$ cat src/rtl/alu16_sequencer_pkg.sv
// Shared definitions for the 16-bit ALU sequencer: flag positions, ALU op
// and size codes, command and state encodings, and the final-flag rule.
package alu16_sequencer_pkg;

  localparam int F_Z = 3;
  localparam int F_N = 2;
  localparam int F_H = 1;
  localparam int F_C = 0;

  localparam logic [4:0] ALU_ADD   = 5'd0;
  localparam logic [4:0] ALU_ADC   = 5'd1;
  localparam logic [4:0] ALU_SUB   = 5'd2;
  localparam logic [4:0] ALU_SBC   = 5'd3;
  localparam logic [4:0] ALU_PASS0 = 5'd16;

  localparam logic ALU_SIZE_8  = 1'b0;
  localparam logic ALU_SIZE_16 = 1'b1;

  typedef enum logic [1:0] {
    CMD_ADD16 = 2'd0,
    CMD_INC16 = 2'd1,
    CMD_DEC16 = 2'd2,
    CMD_ADDSP = 2'd3
  } cmd_t;

  typedef enum logic [1:0] {
    S_IDLE = 2'd0,
    S_LOW  = 2'd1,
    S_HIGH = 2'd2,
    S_DONE = 2'd3
  } state_t;

  // ADD16 keeps Z and reports the high-byte H/C; ADDSP clears Z/N and reports
  // the low-byte H/C; INC16/DEC16 leave the flags untouched.
  function automatic logic [3:0] final_flags(input cmd_t cmd, input logic [3:0] fl,
                                             input logic lo_h, input logic lo_c,
                                             input logic hi_h, input logic hi_c);
    logic [3:0] f;
    f = fl;
    case (cmd)
      CMD_ADD16: begin
        f[F_N] = 1'b0;
        f[F_H] = hi_h;
        f[F_C] = hi_c;
      end
      CMD_ADDSP: begin
        f      = 4'b0000;
        f[F_H] = lo_h;
        f[F_C] = lo_c;
      end
      default: f = fl;
    endcase
    return f;
  endfunction

endpackage

$ cat src/rtl/alu16_sequencer.sv
// Drives the shared 8-bit ALU for two consecutive byte operations (low byte,
// then high byte with carry/borrow) to implement ADD HL,rr / INC rr / DEC rr /
// ADD SP,e, then presents the 16-bit result and ZNHC flags.
module alu16_sequencer
  import alu16_sequencer_pkg::*;
(
  input  logic        clock,
  input  logic        reset_n,
  input  logic        start_in,
  input  logic [1:0]  cmd_in,
  input  logic [15:0] a_in,
  input  logic [15:0] b_in,
  input  logic [3:0]  flags_in,
  output logic        busy_out,
  output logic        own_alu_out,
  output logic        done_out,
  output logic [15:0] result_out,
  output logic [3:0]  flags_out,
  output logic [7:0]  alu_data0_out,
  output logic [7:0]  alu_data1_out,
  output logic [4:0]  alu_op_out,
  output logic [3:0]  alu_flags_out,
  output logic        alu_size_out,
  input  logic [7:0]  alu_data_in,
  input  logic [3:0]  alu_flags_in
);

  state_t      state, state_next;
  logic        accept;
  cmd_t        cmd_q;
  logic [15:0] a_q;
  logic [15:0] b_q;
  logic [3:0]  fl_q;
  logic [7:0]  res_lo;
  logic        fl_lo_h;
  logic        fl_lo_c;

  // Z and N from the ALU are never consumed: the final flag rules only use H/C.
  logic unused_alu_flags;
  assign unused_alu_flags = ^{alu_flags_in[F_Z], alu_flags_in[F_N]};

  // State register; reset abandons any operation in flight.
  always_ff @(posedge clock or negedge reset_n) begin
    if (!reset_n) state <= S_IDLE;
    else          state <= state_next;
  end

  // Next state and ALU drive, derived only from the state and latched operands.
  always_comb begin
    state_next    = state;
    accept        = 1'b0;
    busy_out      = 1'b0;
    alu_data0_out = 8'h00;
    alu_data1_out = 8'h00;
    alu_op_out    = ALU_PASS0;
    alu_flags_out = 4'b0000;
    alu_size_out  = ALU_SIZE_8;
    case (state)
      S_IDLE: begin
        if (start_in) begin
          state_next = S_LOW;
          accept     = 1'b1;
        end
      end
      S_LOW: begin
        state_next    = S_HIGH;
        busy_out      = 1'b1;
        alu_data1_out = a_q[7:0];
        alu_flags_out = fl_q;
        alu_size_out  = ALU_SIZE_8;
        case (cmd_q)
          CMD_INC16: begin
            alu_op_out    = ALU_ADD;
            alu_data0_out = 8'h01;
          end
          CMD_DEC16: begin
            alu_op_out    = ALU_SUB;
            alu_data0_out = 8'h01;
          end
          default: begin
            alu_op_out    = ALU_ADD;
            alu_data0_out = b_q[7:0];
          end
        endcase
      end
      S_HIGH: begin
        state_next    = S_DONE;
        busy_out      = 1'b1;
        alu_data1_out = a_q[15:8];
        alu_flags_out = fl_q;
        alu_size_out  = ALU_SIZE_16;
        case (cmd_q)
          CMD_ADD16: begin
            alu_op_out         = ALU_ADC;
            alu_data0_out      = b_q[15:8];
            alu_flags_out[F_C] = fl_lo_c;
          end
          CMD_ADDSP: begin
            // Sign-extend the 8-bit displacement into the high byte.
            alu_op_out         = ALU_ADC;
            alu_data0_out      = {8{b_q[7]}};
            alu_flags_out[F_C] = fl_lo_c;
          end
          CMD_INC16: begin
            // Carry into the high byte is known from the operand alone; the
            // incoming Z/N/H/C must survive, so the low-byte ALU flags are not used.
            alu_op_out         = ALU_ADC;
            alu_data0_out      = 8'h00;
            alu_flags_out[F_C] = (a_q[7:0] == 8'hFF);
          end
          default: begin
            alu_op_out         = ALU_SBC;
            alu_data0_out      = 8'h00;
            alu_flags_out[F_C] = (a_q[7:0] == 8'h00);
          end
        endcase
      end
      S_DONE: begin
        if (start_in) begin
          state_next = S_LOW;
          accept     = 1'b1;
        end else begin
          state_next = S_IDLE;
        end
      end
      default: state_next = S_IDLE;
    endcase
  end

  assign own_alu_out = busy_out;
  assign done_out    = (state == S_DONE);

  // Operand latches, low-byte capture, and final result/flags on leaving S_HIGH.
  always_ff @(posedge clock or negedge reset_n) begin
    if (!reset_n) begin
      cmd_q      <= CMD_ADD16;
      a_q        <= 16'h0000;
      b_q        <= 16'h0000;
      fl_q       <= 4'b0000;
      res_lo     <= 8'h00;
      fl_lo_h    <= 1'b0;
      fl_lo_c    <= 1'b0;
      result_out <= 16'h0000;
      flags_out  <= 4'b0000;
    end else begin
      if (accept) begin
        cmd_q <= cmd_t'(cmd_in);
        a_q   <= a_in;
        b_q   <= b_in;
        fl_q  <= flags_in;
      end
      if (state == S_LOW) begin
        res_lo  <= alu_data_in;
        fl_lo_h <= alu_flags_in[F_H];
        fl_lo_c <= alu_flags_in[F_C];
      end
      if (state == S_HIGH) begin
        result_out <= {alu_data_in, res_lo};
        flags_out  <= final_flags(cmd_q, fl_q, fl_lo_h, fl_lo_c,
                                  alu_flags_in[F_H], alu_flags_in[F_C]);
      end
    end
  end

endmodule

$ cat config.mk
export PLATFORM = sky130hd
export DESIGN_NAME = alu16_sequencer
export DESIGN_NICKNAME = d
export VERILOG_FILES = /design/src/rtl/alu16_sequencer_pkg.sv /design/src/rtl/alu16_sequencer.sv
export SDC_FILE = /design/constraint.sdc
export NUM_CORES = 1
export LEC_CHECK = 0
export BUFFER_PORTS_ARGS = -buffer_cell sky130_fd_sc_hd__buf_4
export CAP_MARGIN = 40
export CORE_UTILIZATION = 30
export CTS_BUF_LIST = sky130_fd_sc_hd__clkbuf_4
export CTS_CLUSTER_SIZE = 10
export DETAILED_ROUTE_END_ITERATION = 10
export PLACE_DENSITY = 0.56
export SKIP_LAST_GASP = 1
export SYNTH_ARGS = -nofsm -noshare
export SYNTH_HDL_FRONTEND = slang
export SYNTH_SLANG_ARGS = --single-unit
$ cat constraint.sdc
create_clock -name clock -period 2.4 [get_ports clock]
set_clock_uncertainty 0.15 [all_clocks]
set_input_delay 0 -clock clock [delete_from_list [all_inputs] [get_ports clock]]
set_output_delay 0 -clock clock [all_outputs]
set_load 0.02 [all_outputs]
Word level (Yosys, flattened, before mapping) --
Cells that the tools add are included.
Word-level totals: output and inout port bits 49, register bits after elaboration 70, word-level logic and storage cells 44, bits of input ports 53
Operators by class: mux-type cells 18, reductions and logical operators 8, equal/unequal tests 8
Operators by type and width (number):
- $pmux W8 S2 | 3
- $pmux W5 S2 | 1
- $eq A2 B2 Y1 const B | 4
- $eq A8 B8 Y1 const B | 1
- $logic_not A8 Y1 | 1
- $mux W8 | 1
- $pmux W2 S4 | 1
- $pmux W4 S2 | 1
- $reduce_or A2 Y1 | 4
- $mux W1 | 6
- $mux W2 | 3
- $pmux W3 S2 | 1
- $eq A2 B1 Y1 const B | 2
- $logic_not A2 Y1 | 2
- $reduce_or A3 Y1 | 1
- $ne A2 B2 Y1 const B | 1
- $pmux W1 S2 | 1

Logic depth before layout (Yosys ltp) --
Gate-level depths: netlist (run 1).
word-level depth 4, mapped depth 7, gate-level depth less buffers 6

Least setup slack after synthesis (run 1) --
Ideal clock, no wire load.
kind register to register, from reg state[0], to reg a_q[0], slack 456 ps, stages on the path, launching flop included 6, library setup time 125 ps, data required time 2125 ps, clock period less this slack 1944 ps, buffers on the path 1, arrival time 1668 ps, cells stage by stage dfrtp_1 > inv_1 > ha_1 > nor2b_4 > buf_8 > mux2_4
On the way: longest elaborated chain between the ends 3, elaborated cells between the ends (all ways) 4, those cells by class 1 x eq/ne; 1 x mux; 2 x reduce/logical
Ends and longest elaborated chain:
- start, declared | line alu16_sequencer.sv:28 | state_t state, state_next;
- start signal, assigned | line alu16_sequencer.sv:45 | else state <= state_next;
- $eq A2 B2 Y1 or $logic_not A2 Y1 (tied branches) | line alu16_sequencer.sv:58 | case (state)
- $reduce_or A2 Y1 (no line) *
- $mux W1 *
- end signal, assigned | line alu16_sequencer.sv:148 | a_q <= a_in;
- end, declared | line alu16_sequencer.sv:31 | logic [15:0] a_q;
Every way passes the cells marked *; elsewhere a longest branch is shown, timed or not. A chain may end at the register's enable or synchronous reset.

Worst setup path after layout (run 1) --
from reg state[1], to out alu_data1_out[0]
On the way: longest elaborated chain between the ends 2, elaborated cells between the ends (all ways) 3, those cells by class 2 x eq/ne; 1 x mux
Ends and longest elaborated chain:
- $eq A2 B2 Y1 or $eq A2 B1 Y1 (tied branches) | line alu16_sequencer.sv:58
- $pmux W8 S2 * | line alu16_sequencer.sv:58
- end, declared | line alu16_sequencer.sv:20 | output logic [7:0] alu_data1_out,
Marked as above.

==> flow_metrics.tcl, run 1 <==
set metrics [dict create \
    pin_count 102 \
    setup_violations 0 \
    rr_worst_depth 7 \
    crit_slowest_cell "dfrtp_1" \
    drive_gt1_share_pct 46.86 \
    fin_crit_sh_pct 93.01 \
    ir_drop_v 0.0007042 \
    ys_warn_count 0 \
    synthSimpleGateAreaFrac_pct 5.658 \
    dp_slack_ps 425.4 \
    internal_power_mw 4.305 \
    synth_seq_cells 70 \
    slew_viol_final 0 \
    yosysTopAreaCellShare_pct 51.78 \
    synth.avg_cell_area_um2 13.27 \
    placedCellCount 482 \
    status "completed" \
    synth_commonest_cells "70 x dfrtp_1, 36 x mux2_4, 27 x mux2_2" \
    r2r-end "cmd_q[0]$_DFFE_PN0P_" \
    synth_compound_area_share_pct 8.395 \
    switchingPower_mw 2.797 \
    layout.cells.non_filler 554 \
    swShare_pct 39.38 \
    muxShareOfSynthArea_pct 25.30 \
    cp_cell_sequence "inv_1 -> ha_4 -> buf_4 -> clkinvlp_4 -> buf_4 -> nor2_1 -> buf_4" \
    min_path_type "in -> reg" \
    clockRootBuffer "clkbuf_4" \
    yosysSeqAreaShare_pct 51.78 \
    htreeDepth 3 \
    cp.arrival_ps 2080 \
    num-nets-final 472 \
    synthDistinctLibCells 30 \
    clk_latency_ps 420 \
    crit_path_start "state[1]$_DFFE_PN0P_" \
    crit_end "alu_data1_out[0]" \
    synth_edf_count 0 \
    grt_max_degree 44 \
    synth_top_family_by_area "multiplexers" \
    final_antenna_net_count 0 \
    crit_fanout 7 \
    port_buffers 97 \
    dieArea_um2 11710 \
    reg2reg_from "state[0]$_DFFE_PN0P_" \
    clkPwrFrac_pct 10.8 \
    placed_area_um2 4282 \
    cts_made_buffers 9 \
    cts.reportedPaths.clkPinSlew_ps 130 \
    clkSinkCount 70 \
    initial_utilization_pct 30.94 \
    hold_slack_ps 187.3 \
    firstDrtPassIters 4 \
    p_per_area_nw_per_um2 1414 \
    crit_path_end_kind "primary output" \
    path_common_cell "buf_4" \
    p_seq_share_pct 30.9 \
    postLayoutCellArea_um2 5022 \
    crit_required_ps 2250 \
    syn_area_um2 3383 \
    r2r_setup_slack_ps 280 \
    die_w_um 108.2 \
    slowest_delay_ps 410 \
    core_um2 10940 \
    cts_tree "yes" \
    max_clock_freq_ghz 0.4480 \
    antenna_found_initial 0 \
    dieHeight_um 108.2 \
    hpwl_mm 5.617 \
    rows 38 \
    grt_pass1_vias 2561 \
    grt_pass1_wl_mm 13.01 \
    drtIter0Drc 101 \
    synth_xor_area_share_pct 0 \
    hold_viol 0 \
    wl_mm 8.150 \
    synthCells 255 \
    finalSetupTns_ps 0 \
    cts_buffer_depth 2 \
    cp-start-kind "flop" \
    fin_crit_ps 2232 \
    synth-async-reset-ratio_pct 100.0 \
    synth_fa_ha_area_share_pct 3.698 \
    gp_congestion 0.7057 \
    synth_ff_type "dfrtp_1" \
    yosys-top-cells-area "dfrtp_1 52%, mux2_4 16%, mux2_2 9.0%, a22oi_1 4.0%, ha_1 3.7%" \
    diodes 0 \
    syn_to_final_growth_pct 48.45 \
    power_frac_comb_pct 58.3 \
    leakage_nw 2.361 \
    yosysMostFrequentCell "dfrtp_1" \
    setup_ws_ps 167.7 \
    vias 2497 \
    crit_type "reg -> out" \
    synth_area_leader_cell "dfrtp_1" \
    drcViolationCount 0 \
    track_usage_pct 14.79 \
    viasPerCell 4.507 \
    timing.max_cap.violations 0 \
    rsz0062_at_grt "false" \
    overflow 0 \
    routedWlPerCell_um 14.71 \
]
cells by family after synthesis:
logic type / Yosys count
adder cells (fa/ha/maj): 10
AND/OR/NAND/NOR: 42
flip-flops: 70
other: 1
multiplexers: 64
buffers and inverters: 27
AO/OA/AOI/OAI: 41
layout by cell type, fill, tap and decap left out, types with 2 or more instances in the layout:
cell / netlist / layout
nand2_1: 11 / 11
a21oi_1: 3 / 3
o21ai_0: 7 / 7
conb_1: 1 / 2
dlygate4sd3_1: 0 / 53
a21o_1: 8 / 8
nor4_1: 2 / 2
nor2_1: 19 / 18
buf_4: 5 / 102
and2_1: 4 / 4
clkinvlp_4: 0 / 2
a22oi_1: 18 / 18
buf_12: 0 / 5
mux2_2: 27 / 27
mux2_4: 36 / 36
clkbuf_4: 0 / 9
dfrtp_1: 70 / 69
inv_1: 8 / 7
ha_1: 10 / 6
nand3_1: 3 / 3
inv_6: 0 / 2
ha_4: 0 / 2
ha_2: 0 / 2
metrics by stage:
stage / power (mW) / util (%)
2_1_floorplan: 4.874 / -
3_3_place_gp: 6.103 / 38.90
3_5_place_dp: 6.195 / 39.15
4_1_cts: 7.088 / 45.49
5_1_grt: 7.618 / 45.93
6_report: 7.102 / 45.93
how the worst min path moves through the flow:
stage	cells after the start	slack, ps	start	endpoint
after detailed placement	1	-200	reset_n	res_lo[0]$_DFFE_PN0P_
after floorplan	0	-450	reset_n	a_q[0]$_DFFE_PN0P_
final	3	190	a_in[2]	a_q[2]$_DFFE_PN0P_
after CTS	3	140	a_in[11]	a_q[11]$_DFFE_PN0P_
after global routing	3	140	a_in[9]	a_q[9]$_DFFE_PN0P_
after global placement	1	30	reset_n	result_out[0]$_DFFE_PN0P_
flip-flops by register name (all words and copies together) (netlist names):
name        count
b_q            16
res_lo          8
state           2
fl_lo_c         1
result_out     16
fl_q            4
flags_out       4
cmd_q           2
a_q            16
fl_lo_h         1
layout make-up:
type | count | area (µm²)
Multi-Input combinational cell | 159 | 1496
Sequential cell | 70 | 1753
Timing Repair Buffer | 161 | 1424
Clock buffer | 9 | 67.56
Tap cell | 140 | 175.2
Clock inverter | 7 | 72.57
Fill cell | 1040 | 5913
Inverter | 8 | 33.78
power by group through the flow:
stage	Combinational (mW)	Sequential (mW)	Clock, mW
finish	4.14	2.19	0.768
global route	4.47	2.28	0.865
CTS	4.08	2.20	0.809
detailed placement	3.96	2.23	0
global placement	3.91	2.19	0
floorplan	2.56	2.32	0
critical path: cells and delay by family (launching register included):
family	cells	cell delay, ps
adder cells (fa/ha/maj)	1	330
buffers and inverters	5	810
flip-flops	1	410
AND/OR/NAND/NOR	1	130
metal layers:
| layer | vias up | part of all wire [%] | global-route usage (%) |
|---|---|---|---|
| met5 | - | 0 | 0 |
| met4 | 0 | 1.5 | 4.990 |
| met3 | 7 | 4.0 | 3.737 |
| met2 | 63 | 50 | 24.70 |
| met1 | 1227 | 44 | 18.52 |
| li1 | 1200 | - | - |
timing repair:
action / 4_1_cts / 5_1_grt
endpoints found under the setup margin: 5 / 15
buffers inserted: 0 / 2
hold endpoints to repair: 130 / 0
hold buffers: 54 / 0
resized for setup: 1 / 7
(Power assumes the default switching activity.)
==> run 2: changes to the inputs <==
--- a/config.mk
+++ b/config.mk
@@ -11,7 +11,7 @@
 export CTS_BUF_LIST = sky130_fd_sc_hd__clkbuf_4
 export CTS_CLUSTER_SIZE = 10
 export DETAILED_ROUTE_END_ITERATION = 10
-export PLACE_DENSITY = 0.56
+export PLACE_DENSITY = 0.58
 export SKIP_LAST_GASP = 1
 export SYNTH_ARGS = -nofsm -noshare
 export SYNTH_HDL_FRONTEND = slang
==> constraint.sdc (replaced) <==
create_clock -name clock -period 1.92 [get_ports clock]
set_clock_uncertainty 0.15 [all_clocks]
set_input_delay 0 -clock clock [delete_from_list [all_inputs] [get_ports clock]]
set_output_delay 0 -clock clock [all_outputs]
set_load 0.02 [all_outputs]
==> run 2 against run 1 <==
  * The run now ends with negative setup slack left
  * Clock power up 24%
  * Die area unchanged
  * Worst hold slack worse by 9.8 ps
  * Sequential share of layout area down 2.5 points
  * Total power up 44%
  * Critical path depth down 1
  * Critical endpoint is now alu_flags_out[0]
  * Largest power group unchanged
  * Highest routed layer unchanged
==> flow_metrics.tcl, run 2 (synthesis results as in run 1) <==
set metrics [dict create \
    vias 2644 \
    crit_path_start "cmd_q[1]$_DFFE_PN0P_" \
    grt_pass1_vias 2733 \
    port_buffers 97 \
    cts_buffer_depth 2 \
    hold_path_depth 3 \
    drtIter0Drc 64 \
    clk_latency_ps 430 \
    reg2reg_from "state[0]$_DFFE_PN0P_" \
    pin_count 102 \
    syn_to_final_growth_pct 59.87 \
    wl_mm 9.380 \
    p_seq_share_pct 27.1 \
    final_antenna_net_count 0 \
    firstDrtPassIters 4 \
    min_path_type "in -> reg" \
    timing.max_cap.violations 0 \
    crit_fanout 4 \
    cp-start-kind "flop" \
    final_common_cell "buf_4" \
    fin_crit_ps 2001 \
    crit_slowest_cell "dfrtp_1" \
    drive_gt1_share_pct 56.02 \
    num-nets-final 491 \
    power_mw 10.21 \
    fin_crit_sh_pct 104.2 \
    rsz0062_at_grt "true" \
    antenna_found_initial 0 \
    power_frac_comb_pct 63.5 \
    overflow 0 \
    crit_path_end_kind "primary output" \
    r2r-end "a_q[11]$_DFFE_PN0P_" \
    gp_congestion 0.7197 \
    htreeDepth 3 \
    swShare_pct 39.01 \
    dieArea_um2 11710 \
    cp.arrival_ps 1850 \
    initial_utilization_pct 30.94 \
    leakage_nw 2.523 \
    hpwl_mm 5.473 \
    grt_max_degree 41 \
    track_usage_pct 16.90 \
    setup_violations 21 \
    ir_drop_v 0.0007550 \
    status "finished, violations left" \
    r2r_setup_slack_ps 50 \
    setup_ws_ps -81.30 \
    rows 38 \
    switchingPower_mw 3.984 \
    largest_registers "a_q (16), b_q (16), result_out (16)" \
    cts.reportedPaths.clkPinSlew_ps 120 \
    slew_viol_final 0 \
    core_um2 10940 \
    slowest_delay_ps 440 \
    crit_required_ps 1770 \
    die_w_um 108.2 \
    min_to "b_q[6]$_DFFE_PN0P_" \
    n_fill_cell 988 \
    drcViolationCount 0 \
    viasPerCell 4.622 \
    routedWlPerCell_um 16.40 \
    max_clock_freq_ghz 0.4997 \
    diodes 0 \
    rr_worst_depth 6 \
    internal_power_mw 6.229 \
    clkPwrFrac_pct 9.3 \
    p_per_area_nw_per_um2 1888 \
    cts_made_buffers 9 \
    cts_tree "yes" \
    clkSinkCount 70 \
    hold_viol 0 \
    clockRootBuffer "clkbuf_4" \
    cp_cell_sequence "buf_4 -> ha_1 -> a21oi_2 -> o31ai_2 -> a32o_2 -> buf_6" \
    path_buf_inv 2 \
    min_from "b_in[6]" \
    violations "negative setup slack" \
    layout_common_cells "109 x buf_4, 70 x dfrtp_1, 51 x dlygate4sd3_1" \
    dieHeight_um 108.2 \
    crit_type "reg -> out" \
    final_core_util_pct 49.46 \
    crit_family "compound AO/OA/AOI/OAI gates" \
    grt_pass1_wl_mm 14.51 \
]
run 2: cell count changes in the layout (fill, tap and decap cells not counted), moves of 3 or more:
cell,previous run,this run
a22oi_1,18,8
a22oi_2,0,10
buf_6,0,9
buf_4,102,109
nor2_1,18,11
inv_1,7,2
clkbuf_4,9,13
inv_2,0,4
nor2_4,0,4
buf_16,1,4
nor2_2,1,4
run 2: timing repair:
action | 4_1_cts | 5_1_grt
gates resized for setup | 49 | 13
cloned | 4 | 1
endpoints found under the setup margin | 22 | 32
hold endpoints to repair | 130 | 0
setup buffers | 14 | 0
hold buffers | 52 | 0
pin swaps | 4 | 5
run 2: worst register-to-register path, stage by stage, from the launching register on:
cell and delay, ps:
dfrtp_1 410, inv_2 130, ha_4 220, buf_4 140
nor2b_4 140, buf_12 230, mux2_4 340
run 2: power groups by stage:
| stage | logic, mW | clock network [mW] | registers [mW] |
|---|---|---|---|
| after floorplan | 3.21 | 0 | 2.89 |
| after CTS | 6.30 | 0.990 | 2.75 |
| after detailed placement | 5.00 | 0 | 2.76 |
| final | 6.49 | 0.954 | 2.77 |
| after global placement | 4.93 | 0 | 2.74 |
| after global routing | 6.90 | 1.05 | 2.87 |
run 2: layout make-up:
class                           count  area (µm²)  area share, %
Sequential cell                    70        1752          32.38
Inverter                            8       40.04         0.7402
Clock buffer                       13       97.59          1.804
Tap cell                          140       175.2          3.238
Timing Repair Buffer              180        1680          31.07
Clock inverter                      2       33.78         0.6246
Multi-Input combinational cell    159        1630          30.14
run 2: stage by stage:
stage	cell area (µm²)	TNS (ps)	instances	hold slack (ps)	worst slack [ps]
after floorplan	3390	0	256	-445.6	81.11
after detailed placement	4294	0	486	-179.0	53.29
after CTS	5330	-1755	571	129.8	-116.6
after global routing	5409	-3273	572	142.8	-201.0
final	5409	-1038	572	177.5	-81.30
after global placement	4294	0	486	-176.9	92.92
run 2: how the worst max path moves through the flow:
| stage | endpoint | depth (start not counted) |
|---|---|---|
| after floorplan | a_q[0]$_DFFE_PN0P_ | 5 |
| after global placement | b_q[12]$_DFFE_PN0P_ | 5 |
| after detailed placement | b_q[9]$_DFFE_PN0P_ | 5 |
| after CTS | alu_data0_out[3] | 6 |
| after global routing | alu_flags_out[0] | 7 |
| final | alu_flags_out[0] | 6 |
run 2: routing by layer:
layer,global-route usage (%),wire (µm),up-vias
met3,5.485,458,10
li1,-,-,1242
met4,6.556,159,0
met2,26.89,4577,64
met5,0,0,-
met1,21.19,4185,1328
==> run 3: changes to the inputs <==
--- a/config.mk
+++ b/config.mk
@@ -11,7 +11,7 @@
 export CTS_BUF_LIST = sky130_fd_sc_hd__clkbuf_4
 export CTS_CLUSTER_SIZE = 10
 export DETAILED_ROUTE_END_ITERATION = 10
-export PLACE_DENSITY = 0.58
+export PLACE_DENSITY = 0.56
 export SKIP_LAST_GASP = 1
 export SYNTH_ARGS = -nofsm -noshare
 export SYNTH_HDL_FRONTEND = slang
==> constraint.sdc (replaced) <==
create_clock -name clock -period 1.88 [get_ports clock]
set_clock_uncertainty 0.15 [all_clocks]
set_input_delay 0 -clock clock [delete_from_list [all_inputs] [get_ports clock]]
set_output_delay 0 -clock clock [all_outputs]
set_load 0.02 [all_outputs]
==> run 3 against run 2 <==
  * The flow still finishes with violations (negative setup slack)
  * Final area rose by 1.8%
  * Sequential share of layout area fell by 0.57 points
  * Cell count rose by 1.2%
  * Critical path depth rose by 1
  * Sequential power barely moved
  * Flip-flop and latch count did not move
  * Routed wire length fell by 2.3%
  * Global-route usage fell by 0.95 points
  * Critical path type unchanged
  * Critical endpoint is now alu_data1_out[1]
  * Largest power group unchanged
==> flow_metrics.tcl, run 3 (synthesis results as in run 1) <==
set metrics [dict create \
    slew_viol_final 0 \
    die_w_um 108.2 \
    regArea_um2 1752 \
    largest_registers "a_q (16), b_q (16), result_out (16)" \
    r2r_setup_slack_ps -110 \
    clk_latency_ps 400 \
    grt_pass1_vias 2772 \
    gp_congestion 0.7477 \
    routedWlPerCell_um 15.83 \
    htreeDepth 3 \
    fin_crit_ps 2028 \
    syn_to_final_growth_pct 62.72 \
    cts_made_buffers 9 \
    reg2reg_from "state[0]$_DFFE_PN0P_" \
    cts_tree "yes" \
    grt_max_degree 30 \
    crit_slowest_cell "dfrtp_1" \
    max_clock_freq_ghz 0.4931 \
    drtIter0Drc 80 \
    n_fill_cell 980 \
    track_usage_pct 15.94 \
    final_common_cell "buf_4" \
    timing.max_cap.violations 0 \
    ir_drop_v 0.0008676 \
    drive_gt1_share_pct 55.48 \
    status "finished, violations left" \
    hpwl_mm 5.606 \
    clkSinkCount 70 \
    wl_met3_um 304 \
    min_path_type "in -> reg" \
    crit_required_ps 1730 \
    cp-start-kind "flop" \
    top_layer "met4" \
    dr_wl_met2_mm 4.679 \
    firstDrtPassIters 4 \
    power_mw 10.57 \
    crit_path_start "state[0]$_DFFE_PN0P_" \
    crit_path_end_kind "primary output" \
    hold_viol 0 \
    viasPerCell 4.527 \
    slowest_delay_ps 380 \
    cp_cell_sequence "inv_2 -> ha_4 -> buf_6 -> clkinvlp_4 -> buf_12 -> nor2_2 -> buf_4" \
    dieArea_um2 11710 \
    switchingPower_mw 4.070 \
    cp.arrival_ps 1880 \
    port_buffers 97 \
    leakage_nw 2.551 \
    core_um2 10940 \
    clkPwrFrac_pct 8.9 \
    initial_utilization_pct 30.94 \
    num-nets-final 496 \
    wl_mm 9.163 \
    rr_worst_depth 8 \
    rsz0062_at_grt "true" \
    cts.reportedPaths.clkPinSlew_ps 110 \
    internal_power_mw 6.502 \
    dieHeight_um 108.2 \
    final_antenna_net_count 0 \
    crit_fanout 8 \
    drcViolationCount 0 \
    placed_area_um2 4317 \
    antenna_found_initial 0 \
    cts_buffer_depth 2 \
    grt_pass1_wl_mm 14.03 \
    pin_count 102 \
    p_per_area_nw_per_um2 1920 \
    fin_crit_sh_pct 107.9 \
    rows 38 \
    swShare_pct 38.50 \
    overflow 0 \
    p_seq_share_pct 26.4 \
    multi_input_area_um2 1630 \
    violations "negative setup slack" \
    setup_violations 58 \
    layout_common_cells "102 x buf_4, 70 x dfrtp_1, 51 x dlygate4sd3_1" \
    crit_type "reg -> out" \
    r2r-end "b_q[5]$_DFFE_PN0P_" \
    postLayoutCellArea_um2 5505 \
    vias 2621 \
    wl_met1_mm 4.076 \
    clockRootBuffer "clkbuf_4" \
    setup_ws_ps -148.0 \
    crit_end "alu_data1_out[1]" \
    power_frac_comb_pct 64.7 \
]
-- run 3: changes by cell type in the layout (fill, tap and decap cells not counted), moves of 3 or more --
cell and delta:
and2_1 -3, buf_4 -7, a22oi_1 +9, buf_6 +11
nor2_1 -3, and2_4 +3, clkbuf_16 +4, buf_16 -4
a22oi_2 -9, nor2_4 +5
-- run 3: what timing repair did --
| item | CTS | global route |
|---|---|---|
| hold buffers | 52 | 0 |
| resized for setup | 43 | 23 |
| endpoints found under the hold margin | 130 | 0 |
| pin swaps | 7 | 7 |
| gates cloned | 1 | 7 |
| setup endpoints to repair | 22 | 58 |
| setup buffers | 7 | 6 |
-- run 3: metrics by stage --
stage | setup slack (ps) | hold WS [ps] | cells | TNS, ps | utilization [%]
floorplan | 41.11 | -445.6 | 256 | 0 | -
global placement | 100.7 | -192.2 | 489 | 0 | 39.47
detailed placement | 50.16 | -191.1 | 489 | 0 | 39.47
CTS | -131.9 | 168.7 | 565 | -2279 | 47.73
global route | -237.7 | 183.0 | 578 | -9503 | 50.32
finish | -148.0 | 206.0 | 579 | -5279 | 50.34
-- run 3: critical path, delay by kind of cell, from the launching register on --
family / cells / cell delay, ps
simple gates: 1 / 100
buf+inv: 5 / 690
flops: 1 / 380
fa+ha+maj: 1 / 280
-- run 3: routing by layer --
layer	global-route usage, %	vias to the layer above
met1	19.33	1300
met3	3.195	6
li1	-	1252
met2	28.07	63
met4	5.284	0
met5	0	-
-- run 3: worst min path at each step --
stage                         from                        end  slack, ps  cells after the start
after CTS                 a_in[13]        a_q[13]$_DFFE_PN0P_        170                      3
after detailed placement   reset_n  result_out[1]$_DFFE_PN0P_       -190                      1
final                      a_in[5]         a_q[5]$_DFFE_PN0P_        210                      3
after global placement     reset_n  result_out[1]$_DFFE_PN0P_       -190                      1
after floorplan            reset_n         a_q[0]$_DFFE_PN0P_       -450                      0
after global routing       a_in[3]         a_q[3]$_DFFE_PN0P_        180                      3
-- run 3: cell type report --
type	instances	share of cell area, %
Sequential cell	70	31.82
Clock inverter	5	0.9091
Multi-Input combinational cell	159	29.61
Tap cell	140	3.182
Clock buffer	11	1.500
Antenna cell	1	0.04545
Timing Repair Buffer	185	32.32
Inverter	8	0.6136
-- run 3: power by group through the flow --
stage	combinational (mW)	sequential (mW)	clock, mW
2_1_floorplan	3.28	2.96	0
3_3_place_gp	5.10	2.78	0
3_5_place_dp	5.18	2.81	0
4_1_cts	6.05	2.79	0.986
5_1_grt	7.31	2.91	1.05
6_report	6.84	2.79	0.939
